`src/rtl/dom_sbox_seq_if.sv`:
```
// Handshake bundle between the round controller / PRNG side (master) and the
// DOM S-box stage sequencer (slave).
interface dom_sbox_seq_if #(
    parameter int NSTAGE = 4,
    parameter int R_W    = 6
);
    logic              in_valid;
    logic              in_ready;
    logic              load_en;
    logic [R_W-1:0]    rnd_in;
    logic              rnd_valid;
    logic              rnd_ready;
    logic [NSTAGE-1:0] stage_en;
    logic [R_W-1:0]    r_out;
    logic              out_valid;
    logic              out_ready;
    logic              busy;
    logic [15:0]       starve_cnt;

    modport master (
        output in_valid, rnd_in, rnd_valid, out_ready,
        input  in_ready, load_en, rnd_ready, stage_en, r_out, out_valid, busy, starve_cnt
    );

    modport slave (
        input  in_valid, rnd_in, rnd_valid, out_ready,
        output in_ready, load_en, rnd_ready, stage_en, r_out, out_valid, busy, starve_cnt
    );
endinterface

```
`src/rtl/dom_sbox_seq.sv`:
```
// Serial sequencer for a 2-share DOM S-box: steps NSTAGE register stages, each
// firing only on a freshly handshaked PRNG word that is routed to its gadgets.
module dom_sbox_seq #(
    parameter int NSTAGE = 4,
    parameter int R_W    = 6
) (
    input  logic           clk,
    input  logic           rst,
    dom_sbox_seq_if.slave  bus
);
    localparam int IDX_W = (NSTAGE > 1) ? $clog2(NSTAGE) : 1;
    localparam logic [IDX_W-1:0] LAST_IDX = IDX_W'(NSTAGE - 1);

    typedef enum logic [1:0] {
        IDLE = 2'd0,
        RUN  = 2'd1,
        DONE = 2'd2
    } state_t;

    state_t           r_state;
    state_t           w_state_next;
    logic [IDX_W-1:0] r_idx;
    logic [IDX_W-1:0] w_idx_next;
    logic [15:0]      r_starve_cnt;
    logic [15:0]      w_starve_next;
    logic             w_accept;
    logic             w_fire;

    always_ff @(posedge clk) begin
        if (rst) begin
            r_state      <= IDLE;
            r_idx        <= '0;
            r_starve_cnt <= '0;
        end else begin
            r_state      <= w_state_next;
            r_idx        <= w_idx_next;
            r_starve_cnt <= w_starve_next;
        end
    end

    // rst also gates the strobes so nothing leaks out while reset is held.
    always_comb begin
        w_state_next  = r_state;
        w_idx_next    = r_idx;
        w_starve_next = r_starve_cnt;
        w_accept      = 1'b0;
        w_fire        = 1'b0;
        case (r_state)
            IDLE: begin
                w_accept = bus.in_valid && !rst;
                if (w_accept) begin
                    w_idx_next   = '0;
                    w_state_next = RUN;
                end
            end
            RUN: begin
                w_fire = bus.rnd_valid && !rst;
                if (w_fire) begin
                    if (r_idx == LAST_IDX) begin
                        w_state_next = DONE;
                    end else begin
                        w_idx_next = r_idx + 1'b1;
                    end
                end else if (r_starve_cnt != 16'hFFFF) begin
                    w_starve_next = r_starve_cnt + 16'd1;
                end
            end
            DONE: begin
                if (bus.out_ready) begin
                    w_state_next = IDLE;
                end
            end
            default: begin
                w_state_next = IDLE;
            end
        endcase
    end

    assign bus.in_ready   = !rst && (r_state == IDLE);
    assign bus.load_en    = w_accept;
    assign bus.rnd_ready  = !rst && (r_state == RUN);
    assign bus.out_valid  = !rst && (r_state == DONE);
    assign bus.busy       = !rst && (r_state != IDLE);
    assign bus.starve_cnt = r_starve_cnt;

    generate
        for (genvar gi = 0; gi < NSTAGE; gi++) begin : g_stage_en
            assign bus.stage_en[gi] = w_fire && (r_idx == IDX_W'(gi));
        end
        // Randomness is forced to zero on non-firing cycles so no stale word reaches a gadget.
        for (genvar gi = 0; gi < R_W; gi++) begin : g_r_out
            assign bus.r_out[gi] = w_fire && bus.rnd_in[gi];
        end
    endgenerate

    a_stage_onehot: assert property (@(posedge clk) disable iff (rst)
        $onehot0(bus.stage_en));
    a_gated_rand: assert property (@(posedge clk) disable iff (rst)
        !w_fire |-> (bus.r_out == '0 && bus.stage_en == '0));
    a_ready_in_run: assert property (@(posedge clk) disable iff (rst)
        bus.rnd_ready |-> (r_state == RUN));
endmodule

```
`src/flat_wrapper.sv`:
```
// flat-port wrapper written by rule: the top's interface ports become plain ports
module dom_sbox_seq_flat 
#(
    parameter int NSTAGE = 4,
    parameter int R_W    = 6
)
  (clk, rst, bus_in_valid, bus_rnd_in, bus_rnd_valid, bus_out_ready, bus_in_ready, bus_load_en, bus_rnd_ready, bus_stage_en, bus_r_out, bus_out_valid, bus_busy, bus_starve_cnt);
  dom_sbox_seq_if #(.NSTAGE(NSTAGE), .R_W(R_W)) bus_i ();
  input  logic clk;
  input  logic rst;
  input wire logic [$bits(bus_i.in_valid)-1:0] bus_in_valid;
  input wire logic [$bits(bus_i.rnd_in)-1:0] bus_rnd_in;
  input wire logic [$bits(bus_i.rnd_valid)-1:0] bus_rnd_valid;
  input wire logic [$bits(bus_i.out_ready)-1:0] bus_out_ready;
  output wire logic [$bits(bus_i.in_ready)-1:0] bus_in_ready;
  output wire logic [$bits(bus_i.load_en)-1:0] bus_load_en;
  output wire logic [$bits(bus_i.rnd_ready)-1:0] bus_rnd_ready;
  output wire logic [$bits(bus_i.stage_en)-1:0] bus_stage_en;
  output wire logic [$bits(bus_i.r_out)-1:0] bus_r_out;
  output wire logic [$bits(bus_i.out_valid)-1:0] bus_out_valid;
  output wire logic [$bits(bus_i.busy)-1:0] bus_busy;
  output wire logic [$bits(bus_i.starve_cnt)-1:0] bus_starve_cnt;
  assign bus_i.in_valid = bus_in_valid;
  assign bus_i.rnd_in = bus_rnd_in;
  assign bus_i.rnd_valid = bus_rnd_valid;
  assign bus_i.out_ready = bus_out_ready;
  assign bus_in_ready = bus_i.in_ready;
  assign bus_load_en = bus_i.load_en;
  assign bus_rnd_ready = bus_i.rnd_ready;
  assign bus_stage_en = bus_i.stage_en;
  assign bus_r_out = bus_i.r_out;
  assign bus_out_valid = bus_i.out_valid;
  assign bus_busy = bus_i.busy;
  assign bus_starve_cnt = bus_i.starve_cnt;
  dom_sbox_seq #(.NSTAGE(NSTAGE), .R_W(R_W)) u_core (.clk(clk), .rst(rst), .bus(bus_i));
endmodule
```
`config.mk`:
```
export PLATFORM = sky130hd
export DESIGN_NAME = dom_sbox_seq_flat
export DESIGN_NICKNAME = d
export VERILOG_FILES = /design/src/rtl/dom_sbox_seq_if.sv /design/src/rtl/dom_sbox_seq.sv /design/src/flat_wrapper.sv
export SDC_FILE = /design/constraint.sdc
export NUM_CORES = 1
export LEC_CHECK = 0
export ABC_AREA = 1
export BUFFER_PORTS_ARGS = -buffer_cell sky130_fd_sc_hd__buf_2
export CORE_MARGIN = 2
export CORE_UTILIZATION = 45
export CTS_CLUSTER_SIZE = 25
export DETAILED_ROUTE_END_ITERATION = 10
export PLACE_DENSITY = 0.79
export REMOVE_ABC_BUFFERS = 1
export SLEW_MARGIN = 25
export SYNTH_ARGS = -nofsm -noshare
export SYNTH_HDL_FRONTEND = slang
export SYNTH_SLANG_ARGS = --single-unit
export TNS_END_PERCENT = 30
```
`constraint.sdc`:
```
create_clock -name clk -period 1.2 [get_ports clk]
set_input_delay 0.24 -clock clk [delete_from_list [all_inputs] [get_ports clk]]
set_output_delay 0.24 -clock clk [all_outputs]
set_load 0.1 [all_outputs]
```
==> results of run 1 <==
[stage by stage]
step	setup TNS, ns	worst slack (ns)	instances	cell area [µm²]	hold slack (ns)
2_1_floorplan	-33.14	-1.51	235	1380	0.309
3_3_place_gp	-3.44	-0.164	357	2450	0.491
4_1_cts	-7.33	-0.394	364	2760	0.261
3_5_place_dp	-5.14	-0.218	357	2450	0.509
[kinds of logic after synthesis]
| logic type | after synthesis |
|---|---|
| compound gates | 17 |
| fa+ha+maj | 5 |
| buf+inv | 40 |
| flops | 20 |
| simple gates | 156 |
[metal layers]
layer | GRT usage [%] | GRT overflow
met4 | 55.2 | 0
met3 | 35.7 | 0
met5 | 1.59 | 0
met2 | 82.8 | 2
met1 | 59.6 | 0
[repair_timing]
| action | CTS |
|---|---|
| gates cloned | 1 |
| buffers inserted | 3 |
| endpoints found under the setup margin | 51 |
| pin swaps | 8 |
| resized for setup | 77 |
==> impl_metrics.yaml, run 1 <==
clock_network:
  postCtsHoldBufs: 0
  cts.htree.levels: 1
  tritoncts.num_buffers: 3
  cts_buffer_depth: 2
  cts_sinks: 20
  clk_root_buffer_cell: "sky130_fd_sc_hd__clkbuf_4"
logic_synthesis:
  post_synth.cell_area_avg_um2: 5.89
  synthTopCellsByCount: "sky130_fd_sc_hd__nor2_1 (62), sky130_fd_sc_hd__nand2_1 (56), sky130_fd_sc_hd__inv_1 (32), sky130_fd_sc_hd__dfxtp_1 (20), sky130_fd_sc_hd__nand3_1 (19)"
  synth.ff_latch_count: 20
  synth-main-ff-cell: "sky130_fd_sc_hd__dfxtp_1"
  synth.distinct_cells: 21
  synth_top_family_by_area: "simple AND/OR/NAND/NOR gates"
  yosysTopAreaCell: "sky130_fd_sc_hd__dfxtp_1"
  xor_xnor_share_of_the_synthesized_area_pct: 0
  post_synth_instance_area_mm2: 0.00140
  post-synth-top-count-cell: "sky130_fd_sc_hd__nor2_1"
  post-synth-top-area-fraction_pct: 28.6
  post_synth_mux_area_share_pct: 0
  syn_inst: 238
  synth-seq-area-share_pct: 28.6
  adder_cell_fraction_of_synth_area_pct: 4.46
  number_of_warnings_reported_in_the_yosys_synthesis_log: 0
  post_synth_and_or_nand_nor_area_fraction_pct: 49.0
  synth_edf_count: 0
  synth.area.top_cells: "sky130_fd_sc_hd__dfxtp_1 (29%), sky130_fd_sc_hd__nor2_1 (17%), sky130_fd_sc_hd__nand2_1 (15%)"
  async_flop_share_pct: 0
  synth_compound_gate_area_share_pct: 6.52
floorplan:
  ios: 42
  row_count: 20
  die_h_um: 59.8
  starting_utilization_of_the_core_area_pct: 46.7
  fp.dieW_um: 59.8
timing:
  worstEndpointGrtRepair: "bus_r_out[3]"
  worstEpCategory: "output port"
placement:
  gp_congestion: 0.917
  dp.final_hpwl_mm: 3.59
  number_of_buffer_cells_added_on_primary_ports: 41
run_status:
  outcome: "stopped before the end"
  failing_step: "global routing (5_1_grt)"
  flow.first_error: "[ERROR GRT-0232] Routing congestion too high. Check the congestion heatmap in the GUI."
global_route:
  global_route.overflow_total: 2
  all_layer_global_routing_usage_pct: 59.1
  grt_max_degree: 16
==> inputs of run 2 (changes only) <==
--- a/config.mk
+++ b/config.mk
@@ -8,10 +8,9 @@
 export ABC_AREA = 1
 export BUFFER_PORTS_ARGS = -buffer_cell sky130_fd_sc_hd__buf_2
 export CORE_MARGIN = 2
-export CORE_UTILIZATION = 45
-export CTS_CLUSTER_SIZE = 25
+export CORE_UTILIZATION = 30
 export DETAILED_ROUTE_END_ITERATION = 10
-export PLACE_DENSITY = 0.79
+export PLACE_DENSITY_LB_ADDON = 0.15
 export REMOVE_ABC_BUFFERS = 1
 export SLEW_MARGIN = 25
 export SYNTH_ARGS = -nofsm -noshare
==> constraint.sdc (replaced) <==
create_clock -name clk -period 1.6 [get_ports clk]
set_input_delay 0.32 -clock clk [delete_from_list [all_inputs] [get_ports clk]]
set_output_delay 0.32 -clock clk [all_outputs]
set_load 0.1 [all_outputs]
==> run 2 against run 1 <==
  * Synthesized cell count is the same
  * The flow now finishes, with violations (negative setup slack)
  * Synthesized area stayed put
==> impl_metrics.yaml, run 2 <==
clock_network:
  insertion_delay_ns: 0.26
  cts_buffer_depth: 2
  cts_sinks: 20
  tritoncts.num_buffers: 3
  post-cts-setup-buffer-count: 0
  clk_pin_slew_ns: 0.07
  cts.htree.levels: 1
  clk_root_buffer_cell: "sky130_fd_sc_hd__clkbuf_8"
  tritoncts_clock_tree: "done"
layout:
  design_area_mm2: 0.00214
  layout.cells.most_common_list: "sky130_fd_sc_hd__nand2_1 (53), sky130_fd_sc_hd__nor2_1 (47), sky130_fd_sc_hd__inv_1 (32)"
  layout-drive-gt1-share_pct: 33.8
  design.final.nets: 307
  largest_reg_flops: 16
  area_delta_synth_final_pct: 52.6
  fillerInstances: 444
  layout_commonest_cell: "sky130_fd_sc_hd__nand2_1"
  diodes: 0
power_and_ir_drop:
  worst_ir_drop_vdd_v: 0.000480
  power_leakage_nw: 0.979
  power_per_cell_area_mw_per_mm2: 712
global_route:
  all_layer_global_routing_usage_pct: 15.4
  global_route.overflow_total: 0
  first_global_vias: 1453
  grt_use_met3_pct: 2.36
  grt_max_degree: 17
  groute.layer.met2.usage_pct: 25.9
  use_met1_pct: 20.3
  gr-max-usage-layer: "met2"
  grt_antenna_before_repair: 0
  global_route_wire_length_before_repair_mm: 6.54
detailed_routing:
  via_count_of_the_routed_design: 1560
  via_per_inst: 4.56
  drtIter0Drc: 53
  drt.antenna.violating_nets: 0
  detail_route.first_pass.iterations: 4
  route.detailed.wl_per_inst_um: 10.7
  residual_drc_count: 0
  route.final.wire_length_mm: 3.67
floorplan:
  die_h_um: 72.3
  row_count: 24
  fp.dieW_um: 72.3
  starting_utilization_of_the_core_area_pct: 31.7
  placeable_area_mm2: 0.00441
  die_area_mm2: 0.00523
  ios: 42
placement:
  place_ws_ns: 0.0272
  dp.final_hpwl_mm: 2.86
  placedInstanceArea_mm2: 0.00195
  number_of_buffer_cells_added_on_primary_ports: 41
  gp_congestion: 0.837
hold_path:
  hold_class: "in -> reg"
timing:
  layout_worst_path_cycle_share_pct: 102
  fmax_mhz: 614
  final_setup_violations: 10
  tightestPinTransition_ns: 0.490
  hold_violations: 0
  worst_clock_skew_ns: 0.00244
  post_route_worst_setup_slack_ns: -0.0289
  slew-limit-headroom_pct: 67.5
  finalMaxSlewViolations: 0
  rsz0062_at_grt: "true"
  final.min_clock_period_ns: 1.63
logic_synthesis:
  synth-main-ff-cell: "sky130_fd_sc_hd__dfxtp_1"
  synth.ff_latch_count: 20
  synthTopCellsByCount: "sky130_fd_sc_hd__nor2_1 (62), sky130_fd_sc_hd__nand2_1 (56), sky130_fd_sc_hd__inv_1 (32), sky130_fd_sc_hd__dfxtp_1 (20), sky130_fd_sc_hd__nand3_1 (19)"
  post-synth-top-area-fraction_pct: 28.6
  post_synth.cell_area_avg_um2: 5.89
  synth.distinct_cells: 21
  synth-seq-area-share_pct: 28.6
  syn_inst: 238
  yosysTopAreaCell: "sky130_fd_sc_hd__dfxtp_1"
  async_flop_share_pct: 0
  post_synth_instance_area_mm2: 0.00140
  synth_edf_count: 0
  number_of_warnings_reported_in_the_yosys_synthesis_log: 0
  post-synth-top-count-cell: "sky130_fd_sc_hd__nor2_1"
  synth.area.top_cells: "sky130_fd_sc_hd__dfxtp_1 (29%), sky130_fd_sc_hd__nor2_1 (17%), sky130_fd_sc_hd__nand2_1 (15%)"
worst_setup_path:
  worst-endpoint-required_ns: 1.28
  crit_path_max_fanout: 9
  worst_setup_path_end_kind: "output port"
  worstPathArrival_ns: 1.31
  critical_path_type: "reg -> out"
  critical_path.startpoint_type: "flip-flop"
run_status:
  failed_checks: "negative setup slack"
  outcome: "complete, but fails checks"
job:
  cap_violations: 0
==> run 2: metrics by stage <==
| stage | TNS [ns] | hold slack [ns] | cells | util, % | power, mW |
|---|---|---|---|---|---|
| after floorplan | -21.26 | 0.389 | 235 | - | 0.903 |
| after global routing | -0.730 | 0.343 | 342 | 48.4 | 1.59 |
| final | -0.220 | 0.316 | 342 | 48.4 | 1.52 |
| after global placement | 0 | 0.506 | 338 | 44.2 | 1.09 |
| after detailed placement | 0 | 0.508 | 338 | 44.2 | 1.09 |
| after CTS | -0.103 | 0.310 | 342 | 47.8 | 1.52 |
==> run 2: critical path: stages (launching register included) <==
cell                      delay [ns]
sky130_fd_sc_hd__dfxtp_4        0.37
sky130_fd_sc_hd__nor2_4         0.13
sky130_fd_sc_hd__nand2_2        0.09
sky130_fd_sc_hd__buf_12         0.17
sky130_fd_sc_hd__nor2_4         0.10
sky130_fd_sc_hd__buf_12         0.18
==> run 2: routing by layer <==
| layer | routed length [µm] | part of all wire [%] |
|---|---|---|
| met5 | 0 | 0 |
| met4 | 41 | 1.1 |
| met3 | 176 | 4.8 |
| met2 | 1720 | 47 |
| met1 | 1730 | 47 |
==> run 2: power breakdown <==
group,switching (mW),internal [mW]
clock network,0.172,0.219
registers,0.0151,0.515
logic,0.412,0.189
total,0.599,0.924
==> run 2: repair_timing <==
action | 4_1_cts | 5_1_grt
pin swaps | 1 | 1
setup endpoints to repair | 12 | 16
hold buffers | 0 | 0
resized for setup | 31 | 8
cloned | 0 | 0
==> run 2: kinds of logic (layout without fill, tap and decap cells) <==
kind of cell | Yosys count | after routing | synth area share, %
AOI/OAI and AO/OA | 17 | 17 | 6.52
adders and majority gates | 5 | 5 | 4.46
buffers and inverters | 40 | 92 | 11.4
DFF | 20 | 20 | 28.6
and+or+nand+nor | 156 | 156 | 49.0
==> run 2: final cells by class <==
type / count / area (µm²) / area share (%)
sequential: 20 / 408 / 19.1
inverter: 37 / 139 / 6.50
multi-input combinational: 178 / 953 / 44.6
timing repair buffer: 51 / 518 / 24.2
tap: 52 / 65.1 / 3.04
clock buffer: 4 / 55.1 / 2.57
==> run 2: path summary, 6_finish.rpt <==
| path | startpoint | endpoint | slack (ns) | cells past startpoint |
|---|---|---|---|---|
| min | rst | u_core.r_idx[0]$_SDFFE_PP0P_ | 0.32 | 2 |
| max | u_core.r_state[1]$_SDFFE_PP0P_ | bus_r_out[4] | -0.03 | 5 |
| max reg2reg | u_core.bus.starve_cnt[0]$_SDFFE_PP0P_ | u_core.bus.starve_cnt[1]$_SDFFE_PP0P_ | 0.19 | 8 |
| min reg2reg | u_core.r_idx[0]$_SDFFE_PP0P_ | u_core.r_idx[0]$_SDFFE_PP0P_ | 0.49 | 2 |
Note: power is estimated with default switching activity, not from simulation.
